**src/rtl/cordic_sincos_iter_if.sv**
```systemverilog
// Angle-in / sin-cos-out handshake bundle for cordic_sincos_iter.
// The master side drives angles and accepts results; the slave side is the engine.
interface cordic_sincos_iter_if #(
  parameter int WIDTH = 16
);
  logic                    in_valid;
  logic                    in_ready;
  logic [WIDTH-1:0]        angle_in;
  logic                    out_valid;
  logic                    out_ready;
  logic signed [WIDTH-1:0] cos_out;
  logic signed [WIDTH-1:0] sin_out;
  logic                    busy;

  modport master (
    output in_valid, angle_in, out_ready,
    input  in_ready, out_valid, cos_out, sin_out, busy
  );

  modport slave (
    input  in_valid, angle_in, out_ready,
    output in_ready, out_valid, cos_out, sin_out, busy
  );
endinterface

```
**src/rtl/cordic_sincos_iter.sv**
```systemverilog
// Iterative rotation-mode CORDIC: one binary angle in, cosine/sine out, one micro-rotation per cycle.
// Optional macro CORDIC_CLAMP_EN saturates both outputs to +/-1.0 before they are registered.
module cordic_sincos_iter #(
  parameter int WIDTH = 16,
  parameter int ITER  = 16,
  parameter int GUARD = 2
) (
  input  logic                 clk,
  input  logic                 rst,
  cordic_sincos_iter_if.slave  bus
);

  localparam int XW = WIDTH + GUARD + 1;
  localparam int CW = $clog2(ITER);
  localparam int F  = WIDTH - 2 + GUARD;

  // 0.6072529350 in 0.32 fixed point, rounded into the x/y scale.
  localparam logic [63:0] K_FIX = 64'd2608131496;
  localparam logic [63:0] X0_64 = (K_FIX + (64'd1 << (31 - F))) >> (32 - F);
  localparam logic signed [XW-1:0] X0   = X0_64[XW-1:0];
  localparam logic signed [XW-1:0] RND  = XW'((1 << GUARD) >> 1);
  localparam logic signed [XW-1:0] ONE  = XW'(2 ** (WIDTH - 2));
  localparam logic [WIDTH-1:0]     HALF = {1'b1, {(WIDTH-1){1'b0}}};

  function automatic logic [31:0] atan_bam(input int i);
    case (i)
      0:  atan_bam = 32'h20000000;
      1:  atan_bam = 32'h12E4051E;
      2:  atan_bam = 32'h09FB385B;
      3:  atan_bam = 32'h051111D4;
      4:  atan_bam = 32'h028B0D43;
      5:  atan_bam = 32'h0145D7E1;
      6:  atan_bam = 32'h00A2F61E;
      7:  atan_bam = 32'h00517C55;
      8:  atan_bam = 32'h0028BE53;
      9:  atan_bam = 32'h00145F2F;
      10: atan_bam = 32'h000A2F98;
      11: atan_bam = 32'h000517CC;
      12: atan_bam = 32'h00028BE6;
      13: atan_bam = 32'h000145F3;
      14: atan_bam = 32'h0000A2FA;
      15: atan_bam = 32'h0000517D;
      16: atan_bam = 32'h000028BE;
      17: atan_bam = 32'h0000145F;
      18: atan_bam = 32'h00000A30;
      19: atan_bam = 32'h00000518;
      20: atan_bam = 32'h0000028C;
      21: atan_bam = 32'h00000146;
      22: atan_bam = 32'h000000A3;
      23: atan_bam = 32'h00000051;
      default: atan_bam = 32'h00000000;
    endcase
  endfunction

  // Drop the guard bits with round-half-up, undo the quadrant fold, optionally saturate.
  function automatic logic [WIDTH-1:0] finish_out(input logic signed [XW-1:0] v, input logic neg);
    logic signed [XW-1:0] r;
    r = (v + RND) >>> GUARD;
    if (neg) r = -r;
`ifdef CORDIC_CLAMP_EN
    if (r > ONE) r = ONE;
    else if (r < -ONE) r = -ONE;
`endif
    return WIDTH'(r);
  endfunction

  logic [WIDTH-1:0] atan_tab [ITER];

  for (genvar gi = 0; gi < ITER; gi++) begin : g_atan
    localparam logic [31:0] RAW = atan_bam(gi) + (32'd1 << (31 - WIDTH));
    assign atan_tab[gi] = RAW[31 -: WIDTH];
  end

  typedef enum logic [1:0] {S_IDLE, S_ROTATE, S_DONE} state_e;

  state_e                  state_q, state_d;
  logic [CW-1:0]           cnt_q, cnt_d;
  logic signed [XW-1:0]    x_q, x_d, y_q, y_d;
  logic [WIDTH-1:0]        z_q, z_d;
  logic                    neg_q, neg_d;
  logic [WIDTH-1:0]        cos_q, cos_d, sin_q, sin_d;

  logic                    last;
  logic [1:0]              quad;
  logic                    fold;
  logic signed [XW-1:0]    x_sh, y_sh, x_next, y_next;
  logic [WIDTH-1:0]        z_next, atan_cur;

  assign last     = (cnt_q == CW'(ITER - 1));
  assign quad     = bus.angle_in[WIDTH-1:WIDTH-2];
  assign fold     = (quad == 2'b01) || (quad == 2'b10);
  assign atan_cur = atan_tab[cnt_q];
  assign x_sh     = x_q >>> cnt_q;
  assign y_sh     = y_q >>> cnt_q;

  always_comb begin
    x_next = x_q;
    y_next = y_q;
    z_next = z_q;
    if (!z_q[WIDTH-1]) begin
      x_next = x_q - y_sh;
      y_next = y_q + x_sh;
      z_next = z_q - atan_cur;
    end else begin
      x_next = x_q + y_sh;
      y_next = y_q - x_sh;
      z_next = z_q + atan_cur;
    end
  end

  always_ff @(posedge clk) begin
    if (rst) state_q <= S_IDLE;
    else     state_q <= state_d;
  end

  always_comb begin
    state_d = state_q;
    case (state_q)
      S_IDLE:   if (bus.in_valid) state_d = S_ROTATE;
      S_ROTATE: if (last)         state_d = S_DONE;
      S_DONE:   if (bus.out_ready) state_d = S_IDLE;
      default:  state_d = S_IDLE;
    endcase
  end

  always_comb begin
    cnt_d = cnt_q;
    x_d   = x_q;
    y_d   = y_q;
    z_d   = z_q;
    neg_d = neg_q;
    cos_d = cos_q;
    sin_d = sin_q;
    case (state_q)
      S_IDLE: begin
        if (bus.in_valid) begin
          cnt_d = '0;
          x_d   = X0;
          y_d   = '0;
          z_d   = fold ? (bus.angle_in - HALF) : bus.angle_in;
          neg_d = fold;
        end
      end
      S_ROTATE: begin
        x_d   = x_next;
        y_d   = y_next;
        z_d   = z_next;
        cnt_d = cnt_q + 1'b1;
        if (last) begin
          cnt_d = '0;
          cos_d = finish_out(x_next, neg_q);
          sin_d = finish_out(y_next, neg_q);
        end
      end
      default: ;
    endcase
  end

  always_ff @(posedge clk) begin
    if (rst) begin
      cnt_q <= '0;
      x_q   <= '0;
      y_q   <= '0;
      z_q   <= '0;
      neg_q <= 1'b0;
      cos_q <= '0;
      sin_q <= '0;
    end else begin
      cnt_q <= cnt_d;
      x_q   <= x_d;
      y_q   <= y_d;
      z_q   <= z_d;
      neg_q <= neg_d;
      cos_q <= cos_d;
      sin_q <= sin_d;
    end
  end

  assign bus.in_ready  = (state_q == S_IDLE);
  assign bus.out_valid = (state_q == S_DONE);
  assign bus.busy      = (state_q == S_ROTATE);
  assign bus.cos_out   = cos_q;
  assign bus.sin_out   = sin_q;

endmodule

```
**src/flat_wrapper.sv**
```systemverilog
// flat-port wrapper written by rule: the top's interface ports become plain ports
module cordic_sincos_iter_flat 
#(
  parameter int WIDTH = 16,
  parameter int ITER  = 16,
  parameter int GUARD = 2
)
  (clk, rst, bus_in_valid, bus_angle_in, bus_out_ready, bus_in_ready, bus_out_valid, bus_cos_out, bus_sin_out, bus_busy);
  cordic_sincos_iter_if #(.WIDTH(WIDTH)) bus_i ();
  input  logic clk;
  input  logic rst;
  input wire logic [$bits(bus_i.in_valid)-1:0] bus_in_valid;
  input wire logic [$bits(bus_i.angle_in)-1:0] bus_angle_in;
  input wire logic [$bits(bus_i.out_ready)-1:0] bus_out_ready;
  output wire logic [$bits(bus_i.in_ready)-1:0] bus_in_ready;
  output wire logic [$bits(bus_i.out_valid)-1:0] bus_out_valid;
  output wire logic [$bits(bus_i.cos_out)-1:0] bus_cos_out;
  output wire logic [$bits(bus_i.sin_out)-1:0] bus_sin_out;
  output wire logic [$bits(bus_i.busy)-1:0] bus_busy;
  assign bus_i.in_valid = bus_in_valid;
  assign bus_i.angle_in = bus_angle_in;
  assign bus_i.out_ready = bus_out_ready;
  assign bus_in_ready = bus_i.in_ready;
  assign bus_out_valid = bus_i.out_valid;
  assign bus_cos_out = bus_i.cos_out;
  assign bus_sin_out = bus_i.sin_out;
  assign bus_busy = bus_i.busy;
  cordic_sincos_iter #(.WIDTH(WIDTH), .ITER(ITER), .GUARD(GUARD)) u_core (.clk(clk), .rst(rst), .bus(bus_i));
endmodule
```
**config.mk**
```make
export PLATFORM = sky130hd
export DESIGN_NAME = cordic_sincos_iter_flat
export DESIGN_NICKNAME = d
export VERILOG_FILES = /design/src/rtl/cordic_sincos_iter_if.sv /design/src/rtl/cordic_sincos_iter.sv /design/src/flat_wrapper.sv
export SDC_FILE = /design/constraint.sdc
export NUM_CORES = 1
export LEC_CHECK = 0
export BUFFER_PORTS_ARGS = -buffer_cell sky130_fd_sc_hd__buf_2
export CAP_MARGIN = 20
export CORE_AREA = 3 3 192 194
export DETAILED_ROUTE_END_ITERATION = 7
export DIE_AREA = 0 0 195 197
export PLACE_DENSITY = 0.45
export SYNTH_ARGS = -nofsm -noshare
export SYNTH_HDL_FRONTEND = slang
export SYNTH_SLANG_ARGS = --single-unit
```
**constraint.sdc**
```tcl
create_clock -name clk -period 12.2 [get_ports clk]
set_input_delay 1.22 -clock clk [delete_from_list [all_inputs] [get_ports clk]]
set_output_delay 1.22 -clock clk [all_outputs]
set_load 0.05 [all_outputs]
```
# After elaboration in Yosys (flattened, before gate mapping)
# Memory sizes are Yosys's and may differ from the RTL's.
# Cells that the tools add are included.
[classes] n_addsub=12 magnitude_cmp=1 n_eq_ne=8 shift=2 mux=21 n_bitwise=1 n_reduce_logical=7
[op_table] op="16-bit 2-to-1 mux" count=7
[op_table] op="19-bit 2-to-1 mux" count=4
[op_table] op="19-bit one-hot mux with 2 select lines" count=2
[op_table] op="19-bit adder" count=2
[op_table] op="19-bit by 4-bit >>> shifter with 19-bit output" count=2
[op_table] op="19-bit subtractor" count=2
[op_table] op="18-bit by 3-bit adder with 18-bit output, second input constant" count=2
[op_table] op="16-bit negator" count=2
[op_table] op="16-bit one-hot mux with 2 select lines" count=1
[op_table] op="16-bit adder" count=1
[op_table] op="16-bit subtractor" count=1
[op_table] op="16-bit subtractor, second input constant" count=1
[op_table] op="4-bit 2-to-1 mux" count=2
[op_table] op="4-bit one-hot mux with 2 select lines" count=1
[op_table] op="2-bit 2-to-1 mux" count=3
[op_table] op="2-bit one-hot mux with 3 select lines" count=1
[op_table] op="2-bit AND reduction" count=3
[op_table] op="5-bit greater-or-equal comparator, second input constant" count=1
[op_table] op="4-bit inverter with 5-bit output" count=1
[op_table] op="4-bit by 1-bit adder with 4-bit output, second input constant" count=1
[op_table] op="2-bit by 1-bit == test with 1-bit output, second input constant" count=2
[op_table] op="2-bit == test, second input constant" count=2
[op_table] op="4-bit == test, second input constant" count=1
[op_table] op="2-bit inequality test, second input constant" count=2
[op_table] op="5 further kinds" count=5
[totals] ff_bits=93 mem_bits_ro=256 inputBits=20 elab_cells=61 memories=1
[memory_table] name="(name not given)" words=16 word_bits=16 rd=1 rd_clocked_by_memory_dff=0 wr=0 line_no="cordic_sincos_iter.sv:92" text="assign atan_cur = atan_tab[cnt_q];"

# Depth between registers and ports, before layout
[logic_depth] word_depth=7 ltp_mapped=28

# Least setup slack after synthesis
# OpenSTA, ideal clock, no wires.
[synth_path] path_type="register to register" startpoint="register u_core.cnt_q[0]" endpoint="register u_core.cos_q[11], in the netlist u_core.bus.cos_out[11]" t_arrival_ns=5.843 required_ns=12.114 path_slack_ns=6.271 stages_incl_launch_ff=28 path_buffers=8 period_less_slack_ns=5.929 cell_sequence="dfxtp_1 > buf_6 > buf_12 > buf_6 > buf_1 > mux4_2 > nand2_1 > o21ai_0 > a21oi_1 > and3_1 > clkbuf_1 > a21oi_1 > xnor2_1 > ha_1 > clkbuf_1 > or3b_2 > o21ai_0 > or4b_2 > clkbuf_1 > nand4_1 > clkbuf_1 > nor2_1 > o211ai_1 > a21oi_1 > a211o_1 > and3_1 > xnor2_1 > a211oi_1"
[synth_via] elab_chain_cells=6 elab_cells_between_ends=9 classes_between="4 x add/sub; 1 x eq/ne; 1 x shift; 2 x mux; 1 x reduce/logical"
[synth_rtl] item="start: declaration" line_no="cordic_sincos_iter.sv:77" text="logic [CW-1:0] cnt_q, cnt_d;"
[synth_rtl] item="start signal: assignment" line_no="cordic_sincos_iter.sv:169" text="cnt_q <= cnt_d;"
[synth_rtl] item="19-bit by 4-bit >>> shifter with 19-bit output" line_no="cordic_sincos_iter.sv:94" text="assign y_sh = y_q >>> cnt_q;"
[synth_rtl] item="19-bit subtractor or 19-bit adder (tied branches)" line_no="cordic_sincos_iter.sv:101, cordic_sincos_iter.sv:105"
[synth_rtl] item="19-bit 2-to-1 mux" line_no="cordic_sincos_iter.sv:100" text="if (!z_q[WIDTH-1]) begin"
[synth_rtl] item="18-bit by 3-bit adder with 18-bit output" line_no="cordic_sincos_iter.sv:58" text="r = (v + RND) >>> GUARD;"
[synth_rtl] item="16-bit negator" line_no="cordic_sincos_iter.sv:59" text="if (neg) r = -r;"
[synth_rtl] item="16-bit 2-to-1 mux" line_no="cordic_sincos_iter.sv:59"
[synth_rtl] item="end signal: assignment" line_no="cordic_sincos_iter.sv:174" text="cos_q <= cos_d;"
[synth_rtl] item="end: declaration" line_no="cordic_sincos_iter.sv:81" text="logic [WIDTH-1:0] cos_q, cos_d, sin_q, sin_d;"
# Several ways; a longest one is shown, not always the timed one.
# A chain may end at the register's enable or synchronous reset.

# Worst setup path in the final report
[layout_path] startpoint="register u_core.cnt_q[0]" endpoint="register u_core.sin_q[14], in the netlist u_core.bus.sin_out[14]"
[layout_via] elab_chain_cells=6 elab_cells_between_ends=9 classes_between="4 x add/sub; 1 x eq/ne; 1 x shift; 2 x mux; 1 x reduce/logical"
[layout_rtl] item="19-bit by 4-bit >>> shifter with 19-bit output" line_no="cordic_sincos_iter.sv:93" text="assign x_sh = x_q >>> cnt_q;"
[layout_rtl] item="19-bit adder or 19-bit subtractor (tied branches)" line_no="cordic_sincos_iter.sv:102, cordic_sincos_iter.sv:106"
[layout_rtl] item="19-bit 2-to-1 mux" line_no="cordic_sincos_iter.sv:100"
[layout_rtl] item="18-bit by 3-bit adder with 18-bit output" line_no="cordic_sincos_iter.sv:58"
[layout_rtl] item="16-bit negator" line_no="cordic_sincos_iter.sv:59"
[layout_rtl] item="16-bit 2-to-1 mux" line_no="cordic_sincos_iter.sv:59"
[layout_rtl] item="end signal: assignment" line_no="cordic_sincos_iter.sv:175" text="sin_q <= sin_d;"
[layout_rtl] item="end: declaration" line_no="cordic_sincos_iter.sv:81"
# Several ways; a longest one is shown, not always the timed one.

==> results.yml <==
synth:
  synth_edf_count: 0
  synth_area_per_cell_sq_um: 7.71
  ys.warnings.count: 0
  synth-main-ff-cell: "dfxtp_1"
  synthCells: 1362
  synth_fp_nets: 1451
  syn_area_sq_um: 10500
  ys_seq_area_share_pct: 17.7
  synth_cell_type_count: 90
  ys_ff_latch: 93
  async_flop_share_pct: 0
floorplanning:
  fp.dieW_um: 195
  dieArea_sq_um: 38400
  rows: 69
  die_h_um: 197
  core_area_sq_um: 35400
  start_util_pct: 29.7
  pin_count: 55
sta:
  setup_viol: 0
  hold_violations: 0
  min_period_over_period_pct: 56.4
  clock_skew_ns: 0.0139
  relSlewSlack_pct: 28.8
  fmax_mhz: 145
  rsz0062_at_grt: "false"
  period_needed_ns: 6.88
  maxSlewViolCount: 0
  tns_ns: 0
  tightestPinTransition_ns: 1.07
power:
  clock_power_share_pct: 8.2
  total_power_uw: 3590
  p_seq_share_pct: 12.5
  internal_power_uw: 1640
  ir_drop_uv: 152
  leakagePower_uw: 0.00453
  comb_power_share_pct: 79.3
  p_switching_uw: 1950
  p_per_area_nw_per_um2: 315
  netSwitchingFraction_pct: 54.3
routing:
  drtAntennaViolNets: 0
  via_count: 9896
  first_pass_iters: 5
  drc: 0
  viasPerCell: 5.43
  wl_mm: 32.7
  wl_per_cell_um: 18.0
  initialDrtViolationCount: 610
grt:
  grt_use_total_pct: 17.0
  first_global_vias: 9336
  grt_pass1_wl_mm: 52.7
  grt_max_degree: 71
  antenna_found_initial: 0
  grt_remaining_overflow: 0
critical_path:
  r2r-end: "u_core.bus.sin_out[14]$_SDFFE_PP0P_"
  startpoint_type: "register"
  critPathKind: "register to register"
  critPathLaunch: "u_core.cnt_q[0]$_SDFFE_PP0P_"
  critical_path.max_stage_delay_ns: 0.77
  cp.required_ns: 12.49
  rr_worst_depth: 21
  crit_path_end_kind: "register"
  path_cells: "buf_4, mux4_1, nand2_1, o21ai_0, o21ai_0, and3_1, and3_1, nor2_1, xor2_1, ha_1, o21a_1, o2111ai_1, o21bai_1, nor3b_1, nand4_1, nor3_1, xor2_1, a211oi_1, o21ai_0, xor2_1, a211oi_1"
  cp_slowest_cell: "nor3b_1"
  r2r_setup_slack_ns: 5.32
  reg2reg_from: "u_core.cnt_q[0]$_SDFFE_PP0P_"
  cp.arrival_ns: 7.17
  cp_max_fo: 29
hold_path:
  worstHoldStart: "u_core.bus.cos_out[10]$_SDFFE_PP0P_"
  hold_path_depth: 2
  min_path_type: "register to register"
  hold_path_end: "u_core.bus.cos_out[10]$_SDFFE_PP0P_"
cts:
  ctsResizeCount: 0
  post_cts_buffers: 0
  clock_latency_ns: 0.38
  cts_sinks: 93
  tritoncts: "yes"
  htreeDepth: 3
  clk_pin_slew_worst_paths_ns: 0.08
  holdBufCountCts: 0
  cts_buffers: 9
  cts.path.max_buffers: 2
  root_buffer: "clkbuf_16"
run:
  max_cap_viol_count: 0
placed_design:
  port_buffers: 54
  hpwl_mm: 24.0
  dp.cells: 1805
  globalplace.congestion: 0.834
final_layout:
  fin_util_pct: 32.1
  layout.cells.non_filler: 1822
  areaGrowthSynthToFinish_pct: 8.29
  drive_gt1_share_pct: 10.4
  diodes: 0
  finalNetCount: 1445
outcome:
  status: "finished clean"
## layout make-up
class | instances | area, sq um
clock inverter | 7 | 65.1
sequential | 93 | 1860
fill | 3867 | 24000
inverter | 39 | 146
timing repair buffer | 69 | 383
multi-input combinational | 1144 | 8120
clock buffer | 9 | 225
tap | 461 | 577
## logic make-up (layout without fill, tap and decap cells)
family	after synthesis	in the layout	share of synthesized area [%]
buffers and inverters	125	124	5.12
flip-flops	93	93	17.7
multiplexers	71	71	12.1
AND/OR/NAND/NOR	513	513	23.1
adder cells (fa/ha/maj)	69	69	8.43
AO/OA/AOI/OAI	355	355	22.1
XOR/XNOR	136	136	11.5
## critical path, delay by kind of cell (launching register included)
| kind | cells | cell delay (ns) |
|---|---|---|
| adders and majority gates | 1 | 0.36 |
| and+or+nand+nor | 7 | 2.04 |
| xor gates and xnor gates | 3 | 0.68 |
| DFF | 1 | 0.57 |
| muxes | 1 | 0.64 |
| AOI/OAI and AO/OA | 8 | 1.98 |
| buffers and inverters | 1 | 0.48 |
## state kept, by name (all words and copies together) (netlist names)
signal              count
u_core.bus.cos_out     16
u_core.bus.sin_out     16
u_core.cnt_q            4
u_core.neg_q            1
u_core.state_q          2
u_core.x_q             19
u_core.y_q             19
u_core.z_q             16
## synthesized netlist by cell type, drive strengths merged (26+ instances only)
cell type | n | area share [%]
nand2 | 166 | 5.9
nor2 | 131 | 4.7
a21oi | 122 | 5.8
dfxtp | 93 | 18
xnor2 | 85 | 7.1
ha | 66 | 7.9
clkbuf | 61 | 2.2
o21ai | 51 | 2.4
xor2 | 50 | 4.2
nand3 | 49 | 2.3
nor3 | 47 | 2.3
mux4 | 39 | 9.0
inv | 38 | 1.4
and3 | 28 | 1.7
a211oi | 26 | 2.0
## power groups by stage
stage / sequential, uW / combinational [uW] / clock (uW)
floorplan: 398 / 2260 / 0
global placement: 455 / 2810 / 0
detailed placement: 456 / 2800 / 0
CTS: 449 / 2830 / 309
global route: 459 / 3170 / 319
finish: 450 / 2850 / 295
## layout by cell type (no fill, tap or decap), types with 18 or more instances in the layout
cell	count
buf_2	54
a211oi_1	24
o21ai_0	48
dfxtp_1	91
nor3_1	46
o21a_1	19
mux2i_1	22
mux4_2	22
and3_1	28
a31oi_1	18
xor2_1	50
nor2_1	130
xnor2_1	85
nand3_1	49
ha_1	66
nand2_1	166
a21oi_1	121
inv_1	38
## through the flow
step | hold slack [ns] | setup WS [ns] | area, sq um
after CTS | 0.458 | 5.20 | 11400
after global placement | 0.439 | 5.35 | 11100
after floorplan | 0.463 | 6.27 | 10500
final | 0.453 | 5.32 | 11400
after global routing | 0.480 | 4.62 | 11400
after detailed placement | 0.441 | 5.23 | 11100
## per-layer routing
metal / vias up / GRT usage, % / part of all wire [%]
met4: 0 / 4.07 / 1.6
met3: 31 / 2.51 / 3.5
met2: 212 / 27.1 / 45
met5: - / 0 / 0
met1: 4687 / 24.2 / 50
li1: 4966 / - / -
## worst max-delay path by stage
stage / to / cells after the start
after floorplan: u_core.bus.cos_out[11]$_SDFFE_PP0P_ / 27
after global placement: u_core.bus.sin_out[14]$_SDFFE_PP0P_ / 21
after detailed placement: u_core.bus.cos_out[14]$_SDFFE_PP0P_ / 20
after CTS: u_core.bus.cos_out[14]$_SDFFE_PP0P_ / 20
after global routing: u_core.bus.sin_out[14]$_SDFFE_PP0P_ / 21
final: u_core.bus.sin_out[14]$_SDFFE_PP0P_ / 21
Power figures use the tool's default switching activity.
